<file path="config.mk">
export PLATFORM = sky130hd
export DESIGN_NAME = coriolis_ostream_sink
export DESIGN_NICKNAME = d
export VERILOG_FILES = /design/src/rtl/coriolis_ostream_sink.sv
export SDC_FILE = /design/constraint.sdc
export NUM_CORES = 1
export LEC_CHECK = 0
export BUFFER_PORTS_ARGS = -buffer_cell sky130_fd_sc_hd__buf_2
export CORE_AREA = 2 2 269 271
export DETAILED_ROUTE_END_ITERATION = 12
export DIE_AREA = 0 0 271 273
export PLACE_DENSITY = 0.52
export REMOVE_ABC_BUFFERS = 1
export SYNTH_ARGS = -nofsm -noshare
export SYNTH_HDL_FRONTEND = slang
export SYNTH_SLANG_ARGS = --single-unit
</file>
<file path="constraint.sdc">
create_clock -name clk -period 7.5 [get_ports clk]
set_input_delay 1.875 -clock clk [delete_from_list [all_inputs] [get_ports clk]]
set_output_delay 1.875 -clock clk [all_outputs]
set_load 0.01 [all_outputs]
</file>
<file path="src/rtl/coriolis_ostream_sink.sv">
// -----------------------------------------------------------------------------
// coriolis_ostream_sink
//
// Consumer end of a kernel-node output stream. Each accepted 34-bit FloPoCo
// word ({exn[1:0], sign, exp[7:0], frac[22:0]}) is converted to IEEE-754
// single precision and pushed into a show-ahead FIFO. The FIFO head is
// presented as a 32-bit valid/ready stream. Words are counted against a
// per-job length, and done pulses once the last word has left the FIFO.
//
// Ports
//   clk        in   clock
//   rst        in   synchronous reset, active-high
//   start      in   one-cycle job start pulse, honoured only when idle
//   n_elem     in   job length in words, latched on start
//   in_valid   in   upstream word valid
//   in_data    in   upstream FloPoCo word
//   in_ready   out  registered upstream ready
//   out_valid  out  FIFO not empty
//   out_data   out  IEEE-754 word at the FIFO head
//   out_ready  in   downstream accept
//   busy       out  a job is in progress (state != IDLE)
//   done       out  one-cycle job completion pulse
//   nan_seen   out  sticky: a NaN word was accepted in the current job
// -----------------------------------------------------------------------------
module coriolis_ostream_sink #(
    parameter int unsigned STREAMW      = 34,
    parameter int unsigned DEPTH        = 16,
    parameter int unsigned AFULL_MARGIN = 2
) (
    input  logic               clk,
    input  logic               rst,
    input  logic               start,
    input  logic [31:0]        n_elem,
    input  logic               in_valid,
    input  logic [STREAMW-1:0] in_data,
    output logic               in_ready,
    output logic               out_valid,
    output logic [31:0]        out_data,
    input  logic               out_ready,
    output logic               busy,
    output logic               done,
    output logic               nan_seen
);

    localparam int unsigned AW = $clog2(DEPTH);
    localparam int unsigned CW = $clog2(DEPTH + 1);
    localparam logic [CW-1:0] FILL_LIMIT = CW'(DEPTH - AFULL_MARGIN);

    typedef enum logic [1:0] {
        S_IDLE,
        S_RUN,
        S_DRAIN,
        S_DONE
    } state_t;

    state_t        state_q, state_d;
    logic [AW-1:0] wptr_q, wptr_d;
    logic [AW-1:0] rptr_q, rptr_d;
    logic [CW-1:0] fill_q, fill_d;
    logic [31:0]   rcvd_q, rcvd_d;
    logic [31:0]   nelem_q, nelem_d;
    logic          ready_q, ready_d;
    logic          nan_q, nan_d;
    logic [31:0]   mem_q [DEPTH];

    logic          wr;
    logic          rd;
    logic [1:0]    exn;
    logic [31:0]   conv_word;

    assign exn = in_data[STREAMW-1 -: 2];
    assign wr  = in_valid & ready_q;
    assign rd  = out_valid & out_ready;

    // FloPoCo -> IEEE-754. Sign sits at bit 31 of the payload in every class.
    always_comb begin
        conv_word = 32'h7FC0_0000;
        case (exn)
            2'b00:   conv_word = {in_data[31], 31'b0};
            2'b01:   conv_word = in_data[31:0];
            2'b10:   conv_word = {in_data[31], 8'hFF, 23'b0};
            default: conv_word = 32'h7FC0_0000;
        endcase
    end

    // Storage carries no reset; only the pointers and fill define contents.
    always_ff @(posedge clk) begin
        if (wr) begin
            mem_q[wptr_q] <= conv_word;
        end
    end

    always_comb begin
        state_d = state_q;
        wptr_d  = wptr_q;
        rptr_d  = rptr_q;
        fill_d  = fill_q;
        rcvd_d  = rcvd_q;
        nelem_d = nelem_q;
        nan_d   = nan_q;

        if (wr) begin
            wptr_d = wptr_q + AW'(1);
        end
        if (rd) begin
            rptr_d = rptr_q + AW'(1);
        end
        case ({wr, rd})
            2'b10:   fill_d = fill_q + CW'(1);
            2'b01:   fill_d = fill_q - CW'(1);
            default: fill_d = fill_q;
        endcase

        if (wr) begin
            rcvd_d = rcvd_q + 32'd1;
            if (exn == 2'b11) begin
                nan_d = 1'b1;
            end
        end

        case (state_q)
            S_IDLE: begin
                if (start) begin
                    nelem_d = n_elem;
                    rcvd_d  = '0;
                    nan_d   = 1'b0;
                    state_d = (n_elem != '0) ? S_RUN : S_DONE;
                end
            end
            S_RUN: begin
                if (wr && (rcvd_d == nelem_q)) begin
                    state_d = S_DRAIN;
                end
            end
            S_DRAIN: begin
                // Leave as soon as the last word is being read out.
                if ((fill_q == '0) || ((fill_q == CW'(1)) && rd)) begin
                    state_d = S_DONE;
                end
            end
            S_DONE: begin
                state_d = S_IDLE;
            end
            default: begin
                state_d = S_IDLE;
            end
        endcase

        // Registered ready looks at next-cycle fill, so the margin absorbs
        // the one-cycle lag and the FIFO can never be written when full.
        ready_d = (state_d == S_RUN) && (fill_d < FILL_LIMIT) && (rcvd_d != nelem_d);
    end

    always_ff @(posedge clk) begin
        if (rst) begin
            state_q <= S_IDLE;
            wptr_q  <= '0;
            rptr_q  <= '0;
            fill_q  <= '0;
            rcvd_q  <= '0;
            nelem_q <= '0;
            ready_q <= 1'b0;
            nan_q   <= 1'b0;
        end else begin
            state_q <= state_d;
            wptr_q  <= wptr_d;
            rptr_q  <= rptr_d;
            fill_q  <= fill_d;
            rcvd_q  <= rcvd_d;
            nelem_q <= nelem_d;
            ready_q <= ready_d;
            nan_q   <= nan_d;
        end
    end

    assign in_ready  = ready_q;
    assign out_valid = (fill_q != '0);
    assign out_data  = mem_q[rptr_q];
    assign busy      = (state_q != S_IDLE);
    assign done      = (state_q == S_DONE);
    assign nan_seen  = nan_q;

endmodule

</file>
# Yosys cells after proc, flatten, opt, wreduce, memory -nomap -nowiden
# Memories as Yosys holds them, arrays and structs flattened. A register that Yosys moved wholly into a read port is not among the register bits.
# Cells that the tools add are included.
word_totals:
  latch_bits: 0
  memories: 1
  output_inout_bits: 37
  wordCells: 60
  in_bits: 71
  rom_bits: 0
  ram_bits: 512
  regBits: 81
classes:
  mux: 20
  eq_ne: 12
  n_reduce_logical: 11
  n_shift: 0
  bitwise_logic: 2
  n_addsub: 5
  n_lt_le_gt_ge: 1
  mul: 0
  div: 0
mem_list:
  columns: ["memory", "words", "word_bits", "rd", "rd_clocked_by_memory_dff", "write_ports", "line", "rtl"]
  rows:
  - ["mem_q", 16, 32, 1, 1, 1, "64", "logic [31:0] mem_q [DEPTH];"]
ops:
  columns: ["operator", "count"]
  rows:
  - ["two-way mux 32 bit", 5]
  - ["one-hot mux 32 bit (3 select lines)", 1]
  - ["adder 32 x 1 -> 32 bit, second input constant", 1]
  - ["equality test 32 bit", 1]
  - ["!= test 32 bit", 1]
  - ["nonzero test 32 bit", 1]
  - ["equality test 2 bit, second input constant", 5]
  - ["one-hot mux 5 bit (2 select lines)", 1]
  - ["adder 4 x 1 -> 4 bit, second input constant", 2]
  - ["equality test 2 x 1 -> 1 bit, second input constant", 4]
  - ["two-way mux 2 bit", 4]
  - ["two-way mux 4 bit", 2]
  - ["one-hot mux 2 bit (4 select lines)", 1]
  - ["two-way mux 1 bit", 6]
  - ["adder 5 x 1 -> 5 bit, second input constant", 1]
  - ["equality test 5 x 1 -> 1 bit, second input constant", 1]
  - ["zero test 5 bit", 1]
  - ["less-than comparator 5 x 4 -> 1 bit, second input constant", 1]
  - ["nonzero test 5 bit", 1]
  - ["subtractor 5 x 1 -> 5 bit, second input constant", 1]
  - ["logical AND 1 bit", 4]
  - ["zero test 2 bit", 2]
  - ["bitwise AND 1 bit", 2]
  - ["nonzero test 2 bit", 1]
  - ["logical OR 1 bit", 1]

# Depth between registers and ports, before layout
# Gate-level depths: netlist of the first run.
logic_depth:
  ltp_word: 9
  mapped_depth: 14
  depth_no_buf: 14

# Worst setup path before layout of the first run
# No wires, ideal clock.
synth_path:
  path_type: "input to register"
  startpoint: "input port in_valid"
  endpoint: "memory mem_q[0][0] (enable)"
  t_arrival_ps: 4766
  t_required_ps: 7039
  setup_ps: 461
  n_path_buf: 1
  slack_ps: 2273
  stages: 5
  path_cell_list: "nand2_1 inv_1 clkbuf_1 nand2_1 nor3_1"
synth_between:
  elab_chain_cells: 3
synth_rtl:
  columns: ["item", "line", "rtl"]
  rows:
  - ["start: declaration", "34", "input logic in_valid,"]
  - ["bitwise AND 1 bit", "72", "assign wr = in_valid & ready_q;"]
  - ["net wr", "66", "logic wr;"]
  - ["two-way mux 1 bit", "88", "if (wr) begin"]
  - ["two-way mux 1 bit (not written as such)", "89", "mem_q[wptr_q] <= conv_word;"]
  - ["end: declaration", "64", null]
# The timed path passes the listed nets, and every way through them passes these cells.

==> results of run 1 <==
[flip-flops by register name, indices dropped and copies added, names as in the netlist, named ones only]
register  flops
fill_q        5
in_ready      1
mem_q       512
nan_seen      1
nelem_q      32
rcvd_q       32
rptr_q        4
state_q       2
wptr_q        4
[power breakdown]
group          total (W)  switching, W  internal (W)  leakage (nW)
logic           0.000268      0.000163      0.000105          2.62
clock network    0.00303       0.00128       0.00175         0.971
registers        0.00365     0.0000275       0.00362          5.36
total            0.00695       0.00147       0.00547          8.95
[worst max-delay path by stage]
stage	from	endpoint	slack, ns	cells past startpoint
after CTS	register	out_data[19]	1.90	4
after global routing	register	out_data[17]	1.77	4
after detailed placement	register	out_data[19]	2.59	4
after floorplan	register	out_data[0]	-0.83	2
after global placement	register	out_data[19]	2.58	4
final	register	out_data[19]	2.07	4
[worst register-to-register path: stages (launching register included)]
cell and delay, ns:
dfxtp_1 0.37, inv_1 0.08, ha_1 0.22, nand2_1 0.10, or2_2 0.31, nand2_1 0.17
inv_1 0.16, ha_1 0.42, a221o_1 0.30, a21oi_1 0.19, nor3_1 0.09, a2111oi_0 0.79
o211a_1 0.26
[cell families (layout without fill, tap and decap cells)]
| family | Yosys count | in the layout |
|---|---|---|
| AO/OA/AOI/OAI | 130 | 130 |
| XOR/XNOR | 61 | 61 |
| adder cells (fa/ha/maj) | 11 | 11 |
| buffers and inverters | 95 | 267 |
| flip-flops | 597 | 597 |
| multiplexers | 167 | 167 |
| AND/OR/NAND/NOR | 400 | 400 |
[routing by layer]
layer,GRT usage (%),up-vias,part of all wire [%]
met2,27.87,376,49
li1,-,6065,-
met1,23.21,7175,44
met4,4.769,4,2.3
met5,0,-,0.043
met3,2.838,94,5.2
[through the flow]
step           instance area [sq um]  instances  hold WS, ns  setup TNS (ns)  power [W]
2_1_floorplan                  24450       1384       0.4391          -26.61   0.003874
3_3_place_gp                   26550       2470       0.4656               0   0.003985
3_5_place_dp                   26550       2470       0.4740               0   0.003991
4_1_cts                        28560       2583       0.4830               0   0.007031
5_1_grt                        28560       2583       0.5015               0   0.007182
6_report                       28560       2583       0.4759               0   0.006949
[cell type report]
| type | count | area [sq um] | share of cell area, % |
|---|---|---|---|
| clock buffer | 76 | 1592 | 5.573 |
| timing repair buffer | 136 | 778.2 | 2.725 |
| multi-input combinational | 769 | 7431 | 26.02 |
| tap | 950 | 1189 | 4.162 |
| clock inverter | 37 | 414.1 | 1.450 |
| sequential | 597 | 17090 | 59.84 |
| inverter | 18 | 67.56 | 0.2366 |
[cell usage in the layout, fill, tap and decap left out, types with 11 or more instances in the layout]
| cell type | n |
|---|---|
| nand2b_1 | 11 |
| xor2_1 | 21 |
| buf_4 | 27 |
| nor2b_1 | 11 |
| nor2_4 | 12 |
| nand3_1 | 30 |
| nand2_1 | 116 |
| clkinv_1 | 13 |
| inv_1 | 18 |
| nor3_1 | 20 |
| nor4_1 | 16 |
| mux4_2 | 160 |
| clkbuf_1 | 13 |
| o21ai_0 | 14 |
| clkbuf_16 | 60 |
| ha_1 | 11 |
| a21oi_1 | 52 |
| buf_2 | 107 |
| dfxtp_1 | 81 |
| nor2_1 | 72 |
| edfxtp_1 | 512 |
| nand4_1 | 27 |
| and2_1 | 28 |
| xnor2_1 | 37 |
==> impl_metrics.tcl, run 1 <==
set metrics [dict create \
    status "completed" \
    pre_cts_slack_ns 2.589 \
    synth_area_leaders "edfxtp_1, mux4_2, dfxtp_1" \
    min_path_cells 2 \
    finalHoldViolations 0 \
    synth-adder-area-share_pct 0.5559 \
    slowest_delay_ns 1.02 \
    drc 0 \
    crit_path_cell_trace "buf_4 -> mux4_2 -> mux4_2 -> buf_2" \
    grt_usage_pct 16.92 \
    min_path_type "reg -> reg" \
    final_nets 1664 \
    routed_wl_microns 62900 \
    vias 13710 \
    ys_seq_area_share_pct 68.97 \
    grt_overflow 0 \
    synth_compound_area_share_pct 3.401 \
    clk_pin_slew_worst_paths_ns 0.06 \
    postSynthCellCount 1461 \
    maxCapViolCount 0 \
    grt_pass1_wl_microns 92700 \
    min_to "nelem_q[10]" \
    synth_ff_type "edfxtp_1" \
    cts_hold_buf 0 \
    yosys.area_share.simple_pct 8.384 \
    synth_top_family_by_area "multiplexers" \
    setup_viol 0 \
    antenna_found_initial 2 \
    place.port_buffers 107 \
    ir_worst_vdd_mv 0.1716 \
    worst_slew_pin_slew_ns 1.065 \
    max_freq_mhz 184.2 \
    syn_to_final_growth_pct 15.36 \
    fin_crit_ns 5.428 \
    cts_resized 0 \
    rows 98 \
    ys_async_sr_fraction_pct 0 \
    wl_per_cell_microns 24.35 \
    cts_buffers 60 \
    min-delay-start "nelem_q[10]" \
    fillers 6451 \
    synth_edf_count 512 \
    layout-drive-gt1-share_pct 26.09 \
    power_density_mw_per_mm2 243.3 \
    crit_fanout 50 \
    ys_top_cells_by_count "edfxtp_1, mux4_2, nand2_1" \
    insertion_delay_ns 0.63 \
    io_pins 108 \
    fp.dieArea_sq_mm 0.07398 \
    postCtsSetupBuffers 0 \
    cpMostUsedCell "mux4_2" \
    cts_root_buf "clkbuf_16" \
    worst_setup_path_start_kind "register" \
    die_y_microns 273 \
    rsz0062_at_grt "false" \
    synth_area_sq_mm 0.02476 \
    r2r_setup_slack_ns 3.98 \
    criticalPathCategory "reg -> out" \
    cts_num_sinks 597 \
    drv_slew 0 \
    maxSlewHeadroom_pct 29.01 \
    p_leak_nw 8.954 \
    antenna_cells 0 \
    place_hpwl_microns 36280 \
    cts_max_path_buffers 3 \
    post-route-period-util_pct 72.37 \
    post_synth_num_cell_types 70 \
    htree_levels 2 \
    synth_top_area_share_pct 62.10 \
    worst_slack_ns 2.073 \
    place.gp.congestion 0.9111 \
    cts_tree "yes" \
    grt_start_max_net_pins 59 \
    skew_ns 0.02079 \
    die_w_microns 271 \
    synth-xor-area-share_pct 2.330 \
    avgSynthCellArea_sq_um 16.95 \
    avgViaCountPerCell 5.309 \
    firstDrtPassIters 5 \
    coreArea_sq_mm 0.07100 \
    fin_util_pct 40.23 \
    required_ns 5.62 \
    cp-end-kind "output pin" \
    crit_slowest_cell "dfxtp_4" \
    regToRegStartpoint "fill_q[0]" \
    synth_top_area_cell "edfxtp_1" \
    synth_warnings 0 \
    start_util_pct 34.87 \
    initialDrtViolationCount 1116 \
    crit_family "multiplexers" \
    ff2ff_path_depth 12 \
    drtAntennaViolNets 0 \
    synth_mux_area_share_pct 14.85 \
    path_buf_inv 2 \
    worst_r2r_endpoint "in_ready" \
    arrival_ns 3.55 \
    ys_seq_elements 597 \
    grt_pass1_vias 13940 \
    post-synth-top-count-cell "edfxtp_1" \
]
(Power assumes the default switching activity.)
==> run 2: changes to the inputs <==
ABC_AREA = 1   (was default)
CORE_AREA = 2 2 272 274   (was 2 2 269 271)
DIE_AREA = 0 0 274 276   (was 0 0 271 273)
clock period = 5.1 ns   (was 7.5 ns; I/O delays follow)
==> run 2 against run 1 <==
Cell count grew 26%; count of clock-buffer cells in the layout shrank 4; setup slack lost 1.2 ns; synthesized area grew 1.9%; wire length grew 2.3%; critical endpoint is now out_data[26].
==> impl_metrics.tcl, run 2 <==
set metrics [dict create \
    maxSlewHeadroom_pct 14.43 \
    fp.dieArea_sq_mm 0.07562 \
    maxCapViolCount 0 \
    rows 99 \
    synth_area_sq_mm 0.02524 \
    grt_util_met1_pct 23.68 \
    place_hpwl_microns 38620 \
    most-common-layout-cells "edfxtp_1, nand2_1, inv_1" \
    required_ns 3.83 \
    worst_setup_path_start_kind "register" \
    syn_to_final_growth_pct 15.67 \
    largest_reg_flops 512 \
    coreArea_sq_mm 0.07259 \
    criticalPathCategory "reg -> out" \
    ir_worst_vdd_mv 0.2970 \
    cts_num_sinks 597 \
    place.gp.congestion 0.8082 \
    routed_wl_microns 64380 \
    setup_viol 0 \
    fillers 6945 \
    cts_buffers 61 \
    grt_overflow 0 \
    drtAntennaViolNets 0 \
    min_path_cells 2 \
    ys_seq_area_share_pct 67.66 \
    cts_hold_buf 0 \
    grt_start_max_net_pins 74 \
    final_nets 2335 \
    wl_per_cell_microns 19.74 \
    ys_top_cells_by_count "edfxtp_1, nand2_1, inv_1" \
    rsz0062_at_grt "false" \
    ys_async_sr_fraction_pct 0 \
    die_y_microns 276 \
    cts_root_buf "clkbuf_16" \
    firstDrtPassIters 5 \
    layout-drive-gt1-share_pct 12.24 \
    post-synth-top-count-cell "edfxtp_1" \
    busiest_layer "met2" \
    grt_pass1_wl_microns 97490 \
    met3_usage_pct 2.328 \
    antenna_found_initial 1 \
    crit_fanout 62 \
    clk_pin_slew_worst_paths_ns 0.06 \
    cts_max_path_buffers 3 \
    insertion_delay_ns 0.65 \
    use_met2_pct 27.38 \
    worst_slack_ns 0.8549 \
    initialDrtViolationCount 1240 \
    die_w_microns 274 \
    cp-end-kind "output pin" \
    layout_commonest_cell "edfxtp_1" \
    avgViaCountPerCell 4.995 \
    post-route-period-util_pct 83.24 \
    reg_top3 "mem_q x512, nelem_q x32, rcvd_q x32" \
    synth_ff_type "edfxtp_1" \
    start_util_pct 34.77 \
    antenna_cells 0 \
    cts_tree "yes" \
    pre_cts_slack_ns 1.538 \
    skew_ns 0.04247 \
    total_power_w 0.01334 \
    finalHoldViolations 0 \
    p_leak_nw 10.31 \
    ys_seq_elements 597 \
    postCtsSetupBuffers 0 \
    post_synth_num_cell_types 38 \
    synth_top_area_share_pct 60.92 \
    avgSynthCellArea_sq_um 11.71 \
    drv_slew 0 \
    arrival_ns 2.97 \
    synth_top_area_cell "edfxtp_1" \
    max_freq_mhz 235.6 \
    power_density_mw_per_mm2 456.8 \
    grt_usage_pct 16.85 \
    io_pins 108 \
    postSynthCellCount 2155 \
    synth_edf_count 512 \
    ff2ff_path_depth 18 \
    regMostFlops "mem_q" \
    place.port_buffers 107 \
    worst_slew_pin_slew_ns 1.280 \
    synth_area_leaders "edfxtp_1, dfxtp_1, mux2i_1" \
    status "completed" \
    min_path_type "reg -> reg" \
    vias 16290 \
    fin_crit_ns 4.245 \
    synth_warnings 0 \
    grt_pass1_vias 15900 \
    htree_levels 2 \
    drc 0 \
    cts_resized 0 \
]
[run 2: changes by cell type in the layout (fill, tap and decap cells not counted), sizes merged, moves of 124 or more]
| cell | change |
|---|---|
| inv | +223 |
| mux2i | +124 |
| mux4 | -160 |
| nand2 | +153 |
| o211ai | +125 |
| o21ai | +182 |
[run 2: kinds of logic (layout without fill, tap and decap cells)]
family / Yosys count / after routing / synth area share [%]
and+or+nand+nor: 563 / 563 / 9.925
xor gates and xnor gates: 5 / 5 / 0.2281
AOI/OAI and AO/OA: 497 / 497 / 11.22
buffers and inverters: 354 / 502 / 5.339
adders and majority gates: 11 / 11 / 0.5453
DFF: 597 / 597 / 67.66
muxes: 128 / 128 / 5.077
[run 2: area by class of cell]
cell class / count / area (sq um) / share of cell area [%]
sequential: 597 / 17090 / 58.54
multi-input combinational: 1204 / 6937 / 23.76
clock buffer: 72 / 1589 / 5.443
tap: 959 / 1200 / 4.110
inverter: 245 / 922.1 / 3.159
timing repair buffer: 144 / 903.4 / 3.094
clock inverter: 41 / 553.0 / 1.894
[run 2: worst max-delay path, stage by stage, from the launching register on]
cell,delay (ns)
dfxtp_4,0.46
inv_4,0.61
buf_4,0.49
o21ai_0,0.17
o211ai_1,0.20
nand2_1,0.16
buf_2,0.18
[run 2: through the flow]
stage / std cells / util, % / cell area, sq um / hold WS [ns] / setup TNS [ns]
final: 3262 / 40.22 / 29190 / 0.4761 / 0
after global routing: 3262 / 40.22 / 29190 / 0.5056 / 0
after CTS: 3262 / 40.22 / 29190 / 0.4797 / 0
after detailed placement: 3149 / 37.27 / 27050 / 0.4660 / 0
after global placement: 3147 / 37.19 / 27000 / 0.4705 / 0
after floorplan: 2046 / - / 24810 / 0.4597 / -168.72
[run 2: per-layer routing]
metal	vias up	wire, microns
met2	360	30490
met3	84	2802
met4	2	1378
met5	-	13
met1	7975	29700
li1	7873	-
[run 2: where the power goes]
group	switching, W	internal, W
sequential	0.000165	0.00538
clock	0.00191	0.00283
combinational	0.00193	0.00112
total	0.00400	0.00934
[run 2: worst paths after layout]
kind / slack, ns / to / startpoint
max: 0.85 / out_data[26] / register
min: 0.48 / nan_seen / nan_seen
max reg2reg: 2.16 / in_ready / fill_q[0]
min reg2reg: 0.48 / nan_seen / nan_seen
